**src/rtl/knn_topk_engine.sv**
```systemverilog
// rtl/knn_topk_engine.sv - k-nearest-neighbour classifier with sorted top-K buffer and class vote
module knn_topk_engine #(
  parameter int DW       = 8,
  parameter int N_POINTS = 64,
  parameter int AW       = 6,
  parameter int KMAX     = 7,
  parameter int CW       = 1,
  parameter int LAT_W    = 8
) (
  input  logic             i_clk,
  input  logic             i_reset,
  input  logic             i_start,
  input  logic [3:0]       i_k_sel,
  input  logic             i_dist_mode,
  input  logic [DW-1:0]    i_query_x,
  input  logic [DW-1:0]    i_query_y,
  output logic [AW-1:0]    o_rom_addr,
  input  logic [DW-1:0]    i_rom_x,
  input  logic [DW-1:0]    i_rom_y,
  input  logic [CW-1:0]    i_rom_label,
  output logic             o_busy,
  output logic             o_done,
  output logic [CW-1:0]    o_pred_class,
  output logic             o_tie,
  output logic [LAT_W-1:0] o_latency
);
  localparam int NC     = 2**CW;
  localparam int DIST_W = 2*DW + 3;
  localparam int VW     = $clog2(KMAX + 1);
  localparam int IW     = $clog2(KMAX + 1);
  localparam int CNT_W  = 16;
  localparam logic [DW:0] ONE_D = 1;

  typedef enum logic [2:0] {S_IDLE, S_SCAN, S_FLUSH, S_VOTE, S_PICK, S_DONE} state_t;

  state_t             r_state, w_next;
  logic               w_accept, w_last;
  logic [CNT_W-1:0]   r_cnt;
  logic [DW-1:0]      r_qx, r_qy;
  logic               r_mode;
  logic [3:0]         r_keff, w_keff;
  logic               r_s1_valid, r_dist_valid;
  logic [DIST_W-1:0]  r_dist, w_dist;
  logic [CW-1:0]      r_dist_label;
  logic [DW:0]        w_dx, w_dy, w_ax, w_ay;
  logic [DIST_W-1:0]  r_buf_dist  [KMAX];
  logic [CW-1:0]      r_buf_label [KMAX];
  logic [KMAX-1:0]    r_buf_valid;
  logic [KMAX-1:0]    w_gt, w_here;
  logic [VW-1:0]      r_votes [NC];
  logic [IW-1:0]      w_vidx;
  logic [CW-1:0]      w_vlab, w_pc;
  logic [VW-1:0]      w_pv;
  logic [CW-1:0]      r_leader, w_leader;
  logic [VW-1:0]      r_best, w_best;
  logic               r_tie_acc, w_tie;
  logic [LAT_W-1:0]   r_lat_cnt, r_latency;
  logic               r_done, r_tie;
  logic [CW-1:0]      r_pred;

  assign o_busy       = (r_state == S_SCAN) || (r_state == S_FLUSH) ||
                        (r_state == S_VOTE) || (r_state == S_PICK);
  assign o_rom_addr   = (r_state == S_SCAN) ? r_cnt[AW-1:0] : '0;
  assign o_done       = r_done;
  assign o_pred_class = r_pred;
  assign o_tie        = r_tie;
  assign o_latency    = r_latency;

  // State register
  always_ff @(posedge i_clk) begin
    if (i_reset) r_state <= S_IDLE;
    else         r_state <= w_next;
  end

  // Next state; DONE accepts start too so runs can follow back-to-back
  always_comb begin
    w_next   = r_state;
    w_accept = 1'b0;
    w_last   = 1'b0;
    case (r_state)
      S_IDLE:  if (i_start) begin w_next = S_SCAN; w_accept = 1'b1; end
      S_SCAN:  begin
        w_last = (r_cnt == CNT_W'(N_POINTS - 1));
        if (w_last) w_next = S_FLUSH;
      end
      S_FLUSH: begin
        w_last = (r_cnt == CNT_W'(2));
        if (w_last) w_next = S_VOTE;
      end
      S_VOTE:  begin
        w_last = (r_cnt == CNT_W'(r_keff) - CNT_W'(1));
        if (w_last) w_next = S_PICK;
      end
      S_PICK:  begin
        w_last = (r_cnt == CNT_W'(NC - 1));
        if (w_last) w_next = S_DONE;
      end
      S_DONE:  begin
        if (i_start) begin w_next = S_SCAN; w_accept = 1'b1; end
        else         w_next = S_IDLE;
      end
      default: w_next = S_IDLE;
    endcase
  end

  // Per-state cycle counter, restarts on every state change
  always_ff @(posedge i_clk) begin
    if (i_reset || (w_next != r_state) || !o_busy) r_cnt <= '0;
    else                                           r_cnt <= r_cnt + CNT_W'(1);
  end

  // Effective K: force odd and clamp to 1..KMAX
  always_comb begin
    if (i_k_sel == 4'd0)           w_keff = 4'd1;
    else if (i_k_sel > 4'(KMAX))   w_keff = 4'(KMAX);
    else if (!i_k_sel[0])          w_keff = i_k_sel - 4'd1;
    else                           w_keff = i_k_sel;
  end

  // Distance from the ROM word; magnitudes are DW+1 bits so nothing wraps
  always_comb begin
    w_dx = {r_qx[DW-1], r_qx} - {i_rom_x[DW-1], i_rom_x};
    w_dy = {r_qy[DW-1], r_qy} - {i_rom_y[DW-1], i_rom_y};
    w_ax = w_dx[DW] ? (~w_dx + ONE_D) : w_dx;
    w_ay = w_dy[DW] ? (~w_dy + ONE_D) : w_dy;
    if (r_mode) w_dist = DIST_W'(w_ax) * DIST_W'(w_ax) + DIST_W'(w_ay) * DIST_W'(w_ay);
    else        w_dist = DIST_W'(w_ax) + DIST_W'(w_ay);
  end

  // Query latch and read/distance pipeline
  always_ff @(posedge i_clk) begin
    if (i_reset) begin
      r_qx <= '0; r_qy <= '0; r_mode <= 1'b0; r_keff <= '0;
      r_s1_valid <= 1'b0; r_dist_valid <= 1'b0;
      r_dist <= '0; r_dist_label <= '0;
    end else begin
      r_s1_valid   <= (r_state == S_SCAN);
      r_dist_valid <= r_s1_valid;
      r_dist       <= w_dist;
      r_dist_label <= i_rom_label;
      if (w_accept) begin
        r_qx <= i_query_x; r_qy <= i_query_y;
        r_mode <= i_dist_mode; r_keff <= w_keff;
      end
    end
  end

  // Insert slot: first entry that is empty or strictly farther (equal keeps the older sample ahead)
  always_comb begin
    logic v_prev;
    v_prev = 1'b0;
    w_gt   = '0;
    w_here = '0;
    for (int j = 0; j < KMAX; j++) begin
      w_gt[j]   = !r_buf_valid[j] || (r_buf_dist[j] > r_dist);
      w_here[j] = w_gt[j] && !v_prev;
      v_prev    = w_gt[j];
    end
  end

  // Sorted top-K buffer: insert and shift the tail down
  always_ff @(posedge i_clk) begin
    if (i_reset || w_accept) begin
      r_buf_valid <= '0;
      for (int j = 0; j < KMAX; j++) begin
        r_buf_dist[j]  <= '0;
        r_buf_label[j] <= '0;
      end
    end else if (r_dist_valid) begin
      if (w_gt[0]) begin
        r_buf_dist[0] <= r_dist; r_buf_label[0] <= r_dist_label; r_buf_valid[0] <= 1'b1;
      end
      for (int j = 1; j < KMAX; j++) begin
        if (w_here[j]) begin
          r_buf_dist[j] <= r_dist; r_buf_label[j] <= r_dist_label; r_buf_valid[j] <= 1'b1;
        end else if (w_gt[j]) begin
          r_buf_dist[j]  <= r_buf_dist[j-1];
          r_buf_label[j] <= r_buf_label[j-1];
          r_buf_valid[j] <= r_buf_valid[j-1];
        end
      end
    end
  end

  // One argmax step: strictly greater replaces the leader, equal marks a tie
  always_comb begin
    w_vidx   = r_cnt[IW-1:0];
    w_vlab   = r_buf_label[w_vidx];
    w_pc     = r_cnt[CW-1:0];
    w_pv     = r_votes[w_pc];
    w_leader = r_leader;
    w_best   = r_best;
    w_tie    = r_tie_acc;
    if (r_cnt == '0) begin
      w_leader = '0; w_best = w_pv; w_tie = 1'b0;
    end else if (w_pv > r_best) begin
      w_leader = w_pc; w_best = w_pv; w_tie = 1'b0;
    end else if (w_pv == r_best) begin
      w_tie = 1'b1;
    end
  end

  // Vote tally over the first K_eff entries, then class scan
  always_ff @(posedge i_clk) begin
    if (i_reset || w_accept) begin
      for (int c = 0; c < NC; c++) r_votes[c] <= '0;
      r_leader <= '0; r_best <= '0; r_tie_acc <= 1'b0;
    end else if (r_state == S_VOTE) begin
      if (r_buf_valid[w_vidx]) r_votes[w_vlab] <= r_votes[w_vlab] + VW'(1);
    end else if (r_state == S_PICK) begin
      r_leader <= w_leader; r_best <= w_best; r_tie_acc <= w_tie;
    end
  end

  // Result registers and saturating latency counter
  always_ff @(posedge i_clk) begin
    if (i_reset) begin
      r_done <= 1'b0; r_pred <= '0; r_tie <= 1'b0;
      r_latency <= '0; r_lat_cnt <= '0;
    end else if (w_accept) begin
      r_done    <= 1'b0;
      r_lat_cnt <= LAT_W'(1);
    end else begin
      if (o_busy && (r_lat_cnt != '1)) r_lat_cnt <= r_lat_cnt + LAT_W'(1);
      if ((r_state == S_PICK) && w_last) begin
        r_done    <= 1'b1;
        r_pred    <= w_leader;
        r_tie     <= w_tie;
        r_latency <= (r_lat_cnt == '1) ? r_lat_cnt : r_lat_cnt + LAT_W'(1);
      end
    end
  end
endmodule

```
**config.mk**
```make
export PLATFORM = sky130hd
export DESIGN_NAME = knn_topk_engine
export DESIGN_NICKNAME = d
export VERILOG_FILES = /design/src/rtl/knn_topk_engine.sv
export SDC_FILE = /design/constraint.sdc
export NUM_CORES = 1
export LEC_CHECK = 0
export CELL_PAD_IN_SITES_DETAIL_PLACEMENT = 1
export CELL_PAD_IN_SITES_GLOBAL_PLACEMENT = 2
export CORE_MARGIN = 1
export CORE_UTILIZATION = 44
export CTS_BUF_LIST = sky130_fd_sc_hd__clkbuf_4 sky130_fd_sc_hd__clkbuf_8 sky130_fd_sc_hd__clkbuf_16
export CTS_CLUSTER_DIAMETER = 30
export CTS_CLUSTER_SIZE = 10
export DETAILED_ROUTE_END_ITERATION = 12
export MAX_ROUTING_LAYER = met4
export PLACE_DENSITY = 0.89
export SETUP_SLACK_MARGIN = 0.5
export SLEW_MARGIN = 10
export SYNTH_ARGS = -nofsm -noshare
export SYNTH_HDL_FRONTEND = slang
export SYNTH_SLANG_ARGS = --single-unit
```
**constraint.sdc**
```tcl
create_clock -name i_clk -period 17.85 [get_ports i_clk]
set_clock_uncertainty 0.2 [all_clocks]
set_input_delay 4.4625 -clock i_clk [delete_from_list [all_inputs] [get_ports i_clk]]
set_output_delay 4.4625 -clock i_clk [all_outputs]
set_load 0.005 [all_outputs]
```
# Word level (Yosys, flattened, before mapping)
# Memory sizes are Yosys's and may differ from the RTL's. A register that Yosys moved wholly into a read port is not among the register bits.
# Index checks and enable logic that the tools add are counted.
# op_classes
add_sub_neg	11
n_mul	2
n_lt_le_gt_ge	10
eq_ne	13
n_mux	136
n_bitwise	30
reduce_logical	59
# ops
operator	n
2-to-1 mux 19 bit	14
greater-than comparator 19 bit	7
2-to-1 mux 1 bit	103
multiplier 9 x 9 -> 18 bit	2
2-to-1 mux 3 bit	9
OR 1 bit	26
adder 18 x 18 -> 19 bit	1
adder 9 x 1 -> 9 bit (second input constant)	2
2-to-1 mux 9 bit	2
inverter 9 bit	2
case mux 3 bit (6 select lines)	1
AND reduction 2 bit	9
subtractor 8 x 8 -> 9 bit	2
adder 16 x 1 -> 16 bit (second input constant)	1
equality test 16 x 1 -> 1 bit (second input constant)	1
equality test 16 bit	1
equality test 16 x 2 -> 1 bit (second input constant)	1
equality test 16 x 6 -> 1 bit (second input constant)	1
logical NOT 16 bit	1
nonzero test 2 bit	8
logical NOT 1 bit	14
logical OR 1 bit	13
2-to-1 mux 4 bit	3
adder 9 x 9 -> 10 bit	1
25 further kinds	36
# word_totals
ff_bits	93
ram_bits	146
in_bits	41
out_inout_bits	18
word_cells	290
n_memories	3
# mem_list
memory	words	width	read_ports	rd_clocked_by_memory_dff	wr	line_no	text
r_buf_dist	7	19	7	0	7	46	logic [DIST_W-1:0] r_buf_dist [KMAX];
r_buf_label	7	1	7	1	7	47	logic [CW-1:0] r_buf_label [KMAX];
r_votes	2	3	2	1	2	50	logic [VW-1:0] r_votes [NC];

# Logic depth before layout (Yosys ltp)
# Gate-level depths: netlist of the first run.
# An unclocked memory read counts as a cell.
# depth
ltp_word	11
mapped_depth	32
mapped_depth_nobuf	31

# Worst setup path before layout of the first run
# OpenSTA, ideal clock, no wires.
# synth_path
kind	input -> register
startpoint	input i_rom_y[0]
endpoint	register r_dist[18]
setup_time_ns	0.128
arrival_ns	11.240
t_required_ns	17.522
path_slack_ns	6.282
stages	29
n_path_buf	1
path_cell_list	ha_1 inv_1 fa_1 a211oi_2 nor2_1 xor2_1 a2111o_1 o22ai_2 nand3_1 buf_2 a21o_1 fa_1 inv_1 fa_1 inv_1 fa_1 inv_1 fa_1 inv_1 fa_1 fa_1 inv_1 ha_1 o21ai_0 a21boi_0 o211ai_1 a21boi_0 mux2i_1 nand4_1
# synth_between
elab_chain_len	7
# synth_rtl
item	line_no	text
from (decl)	19	input logic [DW-1:0] i_rom_y,
subtractor 8 x 8 -> 9 bit *	123	w_dy = {r_qy[DW-1], r_qy} - {i_rom_y[DW-1], i_rom_y};
inverter 9 bit	125	w_ay = w_dy[DW] ? (~w_dy + ONE_D) : w_dy;
adder 9 x 1 -> 9 bit	125	
2-to-1 mux 9 bit *	125	
multiplier 9 x 9 -> 18 bit *	126	if (r_mode) w_dist = DIST_W'(w_ax) * DIST_W'(w_ax) + DIST_W'(w_ay) * DIST_W'(w_ay);
adder 18 x 18 -> 19 bit *	126	
2-to-1 mux 19 bit *	126	
to (signal assigned)	139	r_dist <= w_dist;
to (decl)	43	logic [DIST_W-1:0] r_dist, w_dist;
# Every way passes the cells marked *; elsewhere a longest branch is shown, timed or not.
# A chain may end at the register's enable or synchronous reset.

# Worst setup path after layout of the first run
# Same ends and word-level chain as after synthesis.

==> results of run 1 <==
[placed cells by master (no fill, tap or decap), types with 6 or more instances in the layout]
| cell | instances |
|---|---|
| sky130_fd_sc_hd__and3_1 | 15 |
| sky130_fd_sc_hd__nor2_1 | 158 |
| sky130_fd_sc_hd__nand3_1 | 101 |
| sky130_fd_sc_hd__o31ai_1 | 6 |
| sky130_fd_sc_hd__a21o_1 | 51 |
| sky130_fd_sc_hd__inv_1 | 250 |
| sky130_fd_sc_hd__xor2_1 | 31 |
| sky130_fd_sc_hd__a31oi_1 | 9 |
| sky130_fd_sc_hd__fa_1 | 103 |
| sky130_fd_sc_hd__xnor2_1 | 38 |
| sky130_fd_sc_hd__nand4_1 | 30 |
| sky130_fd_sc_hd__bufinv_16 | 7 |
| sky130_fd_sc_hd__clkdlybuf4s50_1 | 57 |
| sky130_fd_sc_hd__clkinv_2 | 15 |
| sky130_fd_sc_hd__o21ai_1 | 8 |
| sky130_fd_sc_hd__clkbuf_16 | 69 |
| sky130_fd_sc_hd__a21oi_1 | 198 |
| sky130_fd_sc_hd__conb_1 | 10 |
| sky130_fd_sc_hd__nor3_1 | 16 |
| sky130_fd_sc_hd__and4_1 | 6 |
| sky130_fd_sc_hd__ha_1 | 228 |
| sky130_fd_sc_hd__clkbuf_4 | 15 |
| sky130_fd_sc_hd__o21a_1 | 13 |
| sky130_fd_sc_hd__nor4_1 | 9 |
| sky130_fd_sc_hd__o21ai_0 | 129 |
| sky130_fd_sc_hd__nor2b_1 | 30 |
| sky130_fd_sc_hd__mux2_2 | 11 |
| sky130_fd_sc_hd__a211oi_1 | 11 |
| sky130_fd_sc_hd__nand2b_1 | 20 |
| sky130_fd_sc_hd__or3_1 | 13 |
| sky130_fd_sc_hd__and2_1 | 32 |
| sky130_fd_sc_hd__edfxtp_1 | 146 |
| sky130_fd_sc_hd__dfxtp_1 | 93 |
| sky130_fd_sc_hd__clkbuf_8 | 6 |
| sky130_fd_sc_hd__buf_4 | 22 |
| sky130_fd_sc_hd__nand2_1 | 153 |
| sky130_fd_sc_hd__mux2i_1 | 52 |
[state kept, by name, indices dropped and copies added (netlist names), 3 cells and up]
signal	flops
r_state	3
o_latency	8
r_buf_dist	133
r_qx	8
r_buf_valid	7
r_keff	4
r_lat_cnt	8
r_qy	8
r_votes	6
r_buf_label	7
r_dist	19
r_cnt	16
r_best	3
[area by class of cell]
| class | instances | area (um^2) |
|---|---|---|
| Tap cell | 592 | 741 |
| Inverter | 254 | 958 |
| Clock buffer | 90 | 1920 |
| Clock inverter | 32 | 374 |
| Fill cell | 5069 | 21100 |
| Sequential cell | 239 | 6250 |
| Multi-Input combinational cell | 1566 | 12100 |
| Timing Repair Buffer | 80 | 741 |
[worst max path at each step]
stage,to,cells after the start,from,slack (ps)
6_report,r_dist[18],29,i_rom_y[0],5480
5_1_grt,r_dist[18],29,i_rom_y[0],5000
4_1_cts,r_dist[18],29,i_rom_y[0],5530
3_5_place_dp,r_dist[18],29,i_rom_y[0],4930
3_3_place_gp,r_dist[14],29,i_rom_y[0],5210
2_1_floorplan,r_dist[18],29,i_rom_y[0],6280
[synth_stat cells (all sizes together) (16+ instances only)]
| cell | n | area, um^2 |
|---|---|---|
| nor3 | 16 | 80.1 |
| o21ai | 139 | 699 |
| clkbuf | 90 | 339 |
| dfxtp | 93 | 1860 |
| edfxtp | 146 | 4380 |
| xor2 | 31 | 272 |
| mux2i | 52 | 521 |
| nand2 | 153 | 574 |
| a21o | 51 | 383 |
| buf | 18 | 92.6 |
| nand4 | 30 | 188 |
| nor2 | 160 | 603 |
| nand2b | 20 | 125 |
| xnor2 | 38 | 333 |
| nand3 | 101 | 505 |
| and2 | 32 | 200 |
| fa | 103 | 2060 |
| nor2b | 30 | 188 |
| a21oi | 200 | 1010 |
| inv | 253 | 955 |
| ha | 228 | 2850 |
[logic make-up after synthesis]
| group | after synthesis | share of synthesized area |
|---|---|---|
| XOR/XNOR | 69 | 0.0308 |
| adder cells (fa/ha/maj) | 331 | 0.250 |
| flip-flops | 239 | 0.318 |
| buffers and inverters | 362 | 0.0708 |
| AO/OA/AOI/OAI | 484 | 0.146 |
| other | 2 | 0.000382 |
| AND/OR/NAND/NOR | 607 | 0.149 |
| multiplexers | 65 | 0.0351 |
[critical path, delay by kind of cell]
family | cells | cell delay, ps
adders and majority gates | 9 | 3940
muxes | 1 | 240
AOI/OAI and AO/OA | 8 | 2380
xor gates and xnor gates | 1 | 200
buffers and inverters | 7 | 790
and+or+nand+nor | 3 | 610
[metal layers]
metal / vias up / global-route usage / wire, um
li1: 7578 / - / -
met1: 7894 / 0.309 / 24300
met2: 353 / 0.455 / 28900
met3: 145 / 0.0421 / 2020
met4: 0 / 0.106 / 1960
met5: - / - / 0
[metrics by stage]
step	cells	hold slack (ps)
floorplan	2167	214
global placement	2731	236
detailed placement	2731	246
CTS	2853	257
global route	2853	270
finish	2853	254
==> results.toml, run 1 <==
[clock_tree]
cts_max_level = 3
worstSkewPairLatency_ps = 590
post_cts_resized = 0
cts_tree = "done"
clk_pin_slew_worst_paths_ps = 40
hold_buffers = 0
clock_tree.root_cell = "sky130_fd_sc_hd__clkbuf_16"
post-cts-setup-buffer-count = 0
cts.sink_count = 239
cts-root-to-sink-buffers = 3
tritoncts.num_buffers = 67

[placement]
place_area_um2 = 20700
dp_worst_slack_ps = 4930
place_congestion = 0.875
io_buffers = 58
dp_hpwl_mm = 44.2

[worst_setup_path]
worst_r2r_startpoint = "r_qy[0]"
critPathRequiredTime_ps = 18100
slowest_delay_ps = 550
worstReg2RegEnd = "r_dist[18]"
critPathKind = "input port to flip-flop"
worstRegToRegCells = 29
setup.worst_path.start_class = "input port"
worst_path_max_delay_cell = "sky130_fd_sc_hd__fa_1"
cp-end-kind = "flip-flop"
cp_data_arrival_time_ps = 12620
cp_max_fo = 12
critical_path.most_common_cell = "sky130_fd_sc_hd__fa_1"
rrSetupSlack_ps = 9500

[synth]
synthesis.area_um2 = 19600
syn-instance-count = 2159
ys_types = 77
synth.ff_latch_count = 239
share_of_flip_flops_with_an_asynchronous_set_or_reset = 0
synth_seq_area_share = 0.318
synthesis.yosys.warnings = 0
syn-mean-instance-area_um2 = 9.10
synth-edff-count = 146
synthFlopType = "sky130_fd_sc_hd__edfxtp_1"

[routing]
initialDrtViolationCount = 783
drc_violation_count_after_routing = 0
drt_pass_1_iters = 5
drt-vias-per-instance = 5.60
routedWlPerCell_um = 20.1
remaining_antenna_violation_count = 0
dr_total_vias = 16000
routed_wirelength_mm = 57.2

[sta]
setup-violations-final = 0
final-hold-violation-count = 0
slew_viol_final = 0
timing.final.crit_share = 0.693
unrepaired_setup_endpoints_after_global_routing = "false"
period_minus_slack_ps = 12370
worst_slew_margin_rel = 0.329
fin_ws_ps = 5480
worst_pin_slew_ps = 1000
totalNegativeSetupSlack_ps = 0
max_freq_ghz = 0.0808

[grt]
grt_pass1_wl_mm = 91.1
globalRoute.totalOverflow = 0
grt_start_max_net_pins = 56
antenna_found_initial = 0
gr-usage-all-layers = 0.265
first_global_vias = 17400

[die]
io-pin-count = 59
dieHeight_um = 213
die_area_um2 = 45500
die_w_um = 213
rows = 77
coreArea_um2 = 44100
floorplan.initialDensity = 0.445

[finish]
antennaDiodeCount = 0
drive_above_1_share = 0.0801
nNetsFinal = 2580
area_growth_pct = 17.3
fin_util = 0.522
final_cell_area_um2 = 23000

[min_path]
timing.hold.worst_endpoint = "o_tie"
min-delay-start = "o_tie"
hold_class = "flip-flop to flip-flop"
worst_hold_path.num_cells = 2

[run_status]
outcome = "completed"

[run]
max_cap_violations = 0
Power of run 1 is left out: the tool's default activity adds up to more than one toggle a clock period on the data nets, which glitch-free logic cannot reach.
==> run 2, diff against run 1 <==
- CORE_UTILIZATION: 44 -> 37
- PLACE_DENSITY: 0.89 -> 0.8
- clock period: 17.85 -> 10.2 ns (I/O delays scaled with it)
==> run 2 against run 1 <==
- utilization down 5.4 points
- global-route usage fell by 3.5 points
- via count rose by 1.8%
- non-clock buffer count rose by 101
- clock-buffer cell count down 1
- critical path type unchanged
- critical endpoint is now r_dist[17]
==> results.toml, run 2 (synthesized netlist as in run 1, its figures left out) <==
[routing]
drc_violation_count_after_routing = 0
remaining_antenna_violation_count = 0
drt_pass_1_iters = 5
routed_wirelength_mm = 59.8
highest-signal-layer = "met4"
drt-vias-per-instance = 5.31
m1WireLength_mm = 26.4
dr_total_vias = 16300
initialDrtViolationCount = 784
detailroute.wirelength.met3_mm = 1.98
wl_met2_mm = 30.2
routedWlPerCell_um = 19.5

[worst_setup_path]
setup.worst_path.start_class = "input port"
cp_max_fo = 5
rrSetupSlack_ps = 2680
critPathKind = "input port to flip-flop"
cp_data_arrival_time_ps = 9720
cp-end-kind = "flip-flop"
critPathRequiredTime_ps = 10510

[grt]
first_global_vias = 17700
grt_pass1_wl_mm = 94.9
gr-usage-all-layers = 0.230
antenna_found_initial = 0
grt_start_max_net_pins = 56
globalRoute.totalOverflow = 0

[finish]
top_register = "r_buf_dist"
largest_register_ffs = 133
layout_commonest_cell = "sky130_fd_sc_hd__inv_1"
area.sequential_um2 = 6250
nNetsFinal = 2687
regs_by_ff_count = "r_buf_dist (133), r_dist (19), r_cnt (16)"
antennaDiodeCount = 0
filler_cell_count = 5993
top_library_cells_by_usage_in_the_layout_fill_and_taps_aside = "235 x sky130_fd_sc_hd__inv_1, 220 x sky130_fd_sc_hd__ha_1, 192 x sky130_fd_sc_hd__a21oi_1, 153 x sky130_fd_sc_hd__nor2_1, 150 x sky130_fd_sc_hd__nand2_1"
multi_input_comb_area_um2 = 12500
fin_util = 0.468
drive_above_1_share = 0.156
area_growth_pct = 25.1

[placement]
place_congestion = 0.869
dp_hpwl_mm = 46.8
io_buffers = 58

[sta]
unrepaired_setup_endpoints_after_global_routing = "false"
period_minus_slack_ps = 9410
worst_pin_slew_ps = 992
slew_viol_final = 0
max_freq_ghz = 0.106
setup-violations-final = 0
worst_slew_margin_rel = 0.337
final-hold-violation-count = 0
timing.final.crit_share = 0.923

[run]
max_cap_violations = 0

[die]
floorplan.initialDensity = 0.374
rows = 84
io-pin-count = 59
dieHeight_um = 232
coreArea_um2 = 52600
die_area_um2 = 54000
die_w_um = 232

[clock_tree]
clk_pin_slew_worst_paths_ps = 40
cts-root-to-sink-buffers = 3
hold_buffers = 0
clock_tree.root_cell = "sky130_fd_sc_hd__clkbuf_16"
cts.sink_count = 239
cts_max_level = 3
cts_tree = "done"
worstSkewPairLatency_ps = 590
tritoncts.num_buffers = 73

[min_path]
hold_class = "flip-flop to flip-flop"

[run_status]
outcome = "completed"
[run 2: cell types whose count changed in the layout (fill, tap and decap cells not counted), sizes merged]
cell           before  now
buf                23  124
clkinv             20   30
bufinv              7   10
clkdlybuf4s50      57   55
clkinvlp            3    1
dlymetal6s2s        0    2
clkbuf             90   89
[run 2: path summary, 6_finish.rpt]
kind         startpoint            to  cells past startpoint
max          i_rom_y[1]    r_dist[17]                     28
min          r_s1_valid  r_dist_valid                      1
max reg2reg     r_qy[0]    r_dist[17]                     29
min reg2reg  r_s1_valid  r_dist_valid                      1
[run 2: metrics by stage]
| stage | setup WS, ps | std cells | instance area, um^2 | hold slack [ps] | TNS [ps] |
|---|---|---|---|---|---|
| 2_1_floorplan | 544 | 2167 | 19700 | 214 | 0 |
| 3_3_place_gp | -139 | 2915 | 21500 | 215 | -205 |
| 3_5_place_dp | -245 | 2915 | 21500 | 229 | -1200 |
| 4_1_cts | 462 | 3047 | 24100 | 238 | 0 |
| 5_1_grt | 495 | 3060 | 24600 | 268 | 0 |
| 6_report | 786 | 3060 | 24600 | 236 | 0 |
[run 2: layout make-up]
type	instances	area share
inverters	254	0.0392
repair buffers	181	0.0622
clock buffers	89	0.0820
well taps	688	0.0350
flip-flops and latches	239	0.254
multi-input cells	1566	0.507
clock inverters	43	0.0205
[run 2: worst max-delay path, cell delays in order]
cell	delay, ps
sky130_fd_sc_hd__clkdlybuf4s50_1	480
sky130_fd_sc_hd__inv_1	70
sky130_fd_sc_hd__fa_2	370
sky130_fd_sc_hd__a211oi_2	280
sky130_fd_sc_hd__buf_4	160
sky130_fd_sc_hd__or3b_2	110
sky130_fd_sc_hd__nand3_2	90
sky130_fd_sc_hd__a2111o_1	470
sky130_fd_sc_hd__o22ai_2	160
sky130_fd_sc_hd__buf_4	160
sky130_fd_sc_hd__a21o_1	150
sky130_fd_sc_hd__a21o_1	170
sky130_fd_sc_hd__fa_2	480
sky130_fd_sc_hd__fa_1	520
sky130_fd_sc_hd__inv_1	60
sky130_fd_sc_hd__fa_2	570
sky130_fd_sc_hd__fa_1	450
sky130_fd_sc_hd__fa_1	540
sky130_fd_sc_hd__inv_1	50
sky130_fd_sc_hd__fa_1	490
sky130_fd_sc_hd__inv_2	50
sky130_fd_sc_hd__ha_4	170
sky130_fd_sc_hd__nor2_2	150
sky130_fd_sc_hd__o21ai_2	90
sky130_fd_sc_hd__a211oi_2	310
sky130_fd_sc_hd__o31ai_2	110
sky130_fd_sc_hd__a31oi_1	240
sky130_fd_sc_hd__mux2i_1	220
[run 2: repair_timing]
action,4_1_cts,5_1_grt
pin swaps,1,88
buffers inserted,0,12
cloned,0,1
gates resized for setup,9,103
endpoints found under the setup margin,7,11
[run 2: metal layers]
metal / up-vias / GRT usage
met3: 97 / 0.0364
met5: - / -
li1: 7807 / -
met4: 0 / 0.0604
met2: 260 / 0.397
met1: 8090 / 0.278
Power of run 2 is left out for the same reason.
==> run 3, diff against run 2 <==
- TNS_END_PERCENT: default -> 100
==> results of run 3 <==
Same layout as run 2: the final DEF is identical, and so are final timing and power.
Power of run 3 is left out for the same reason.
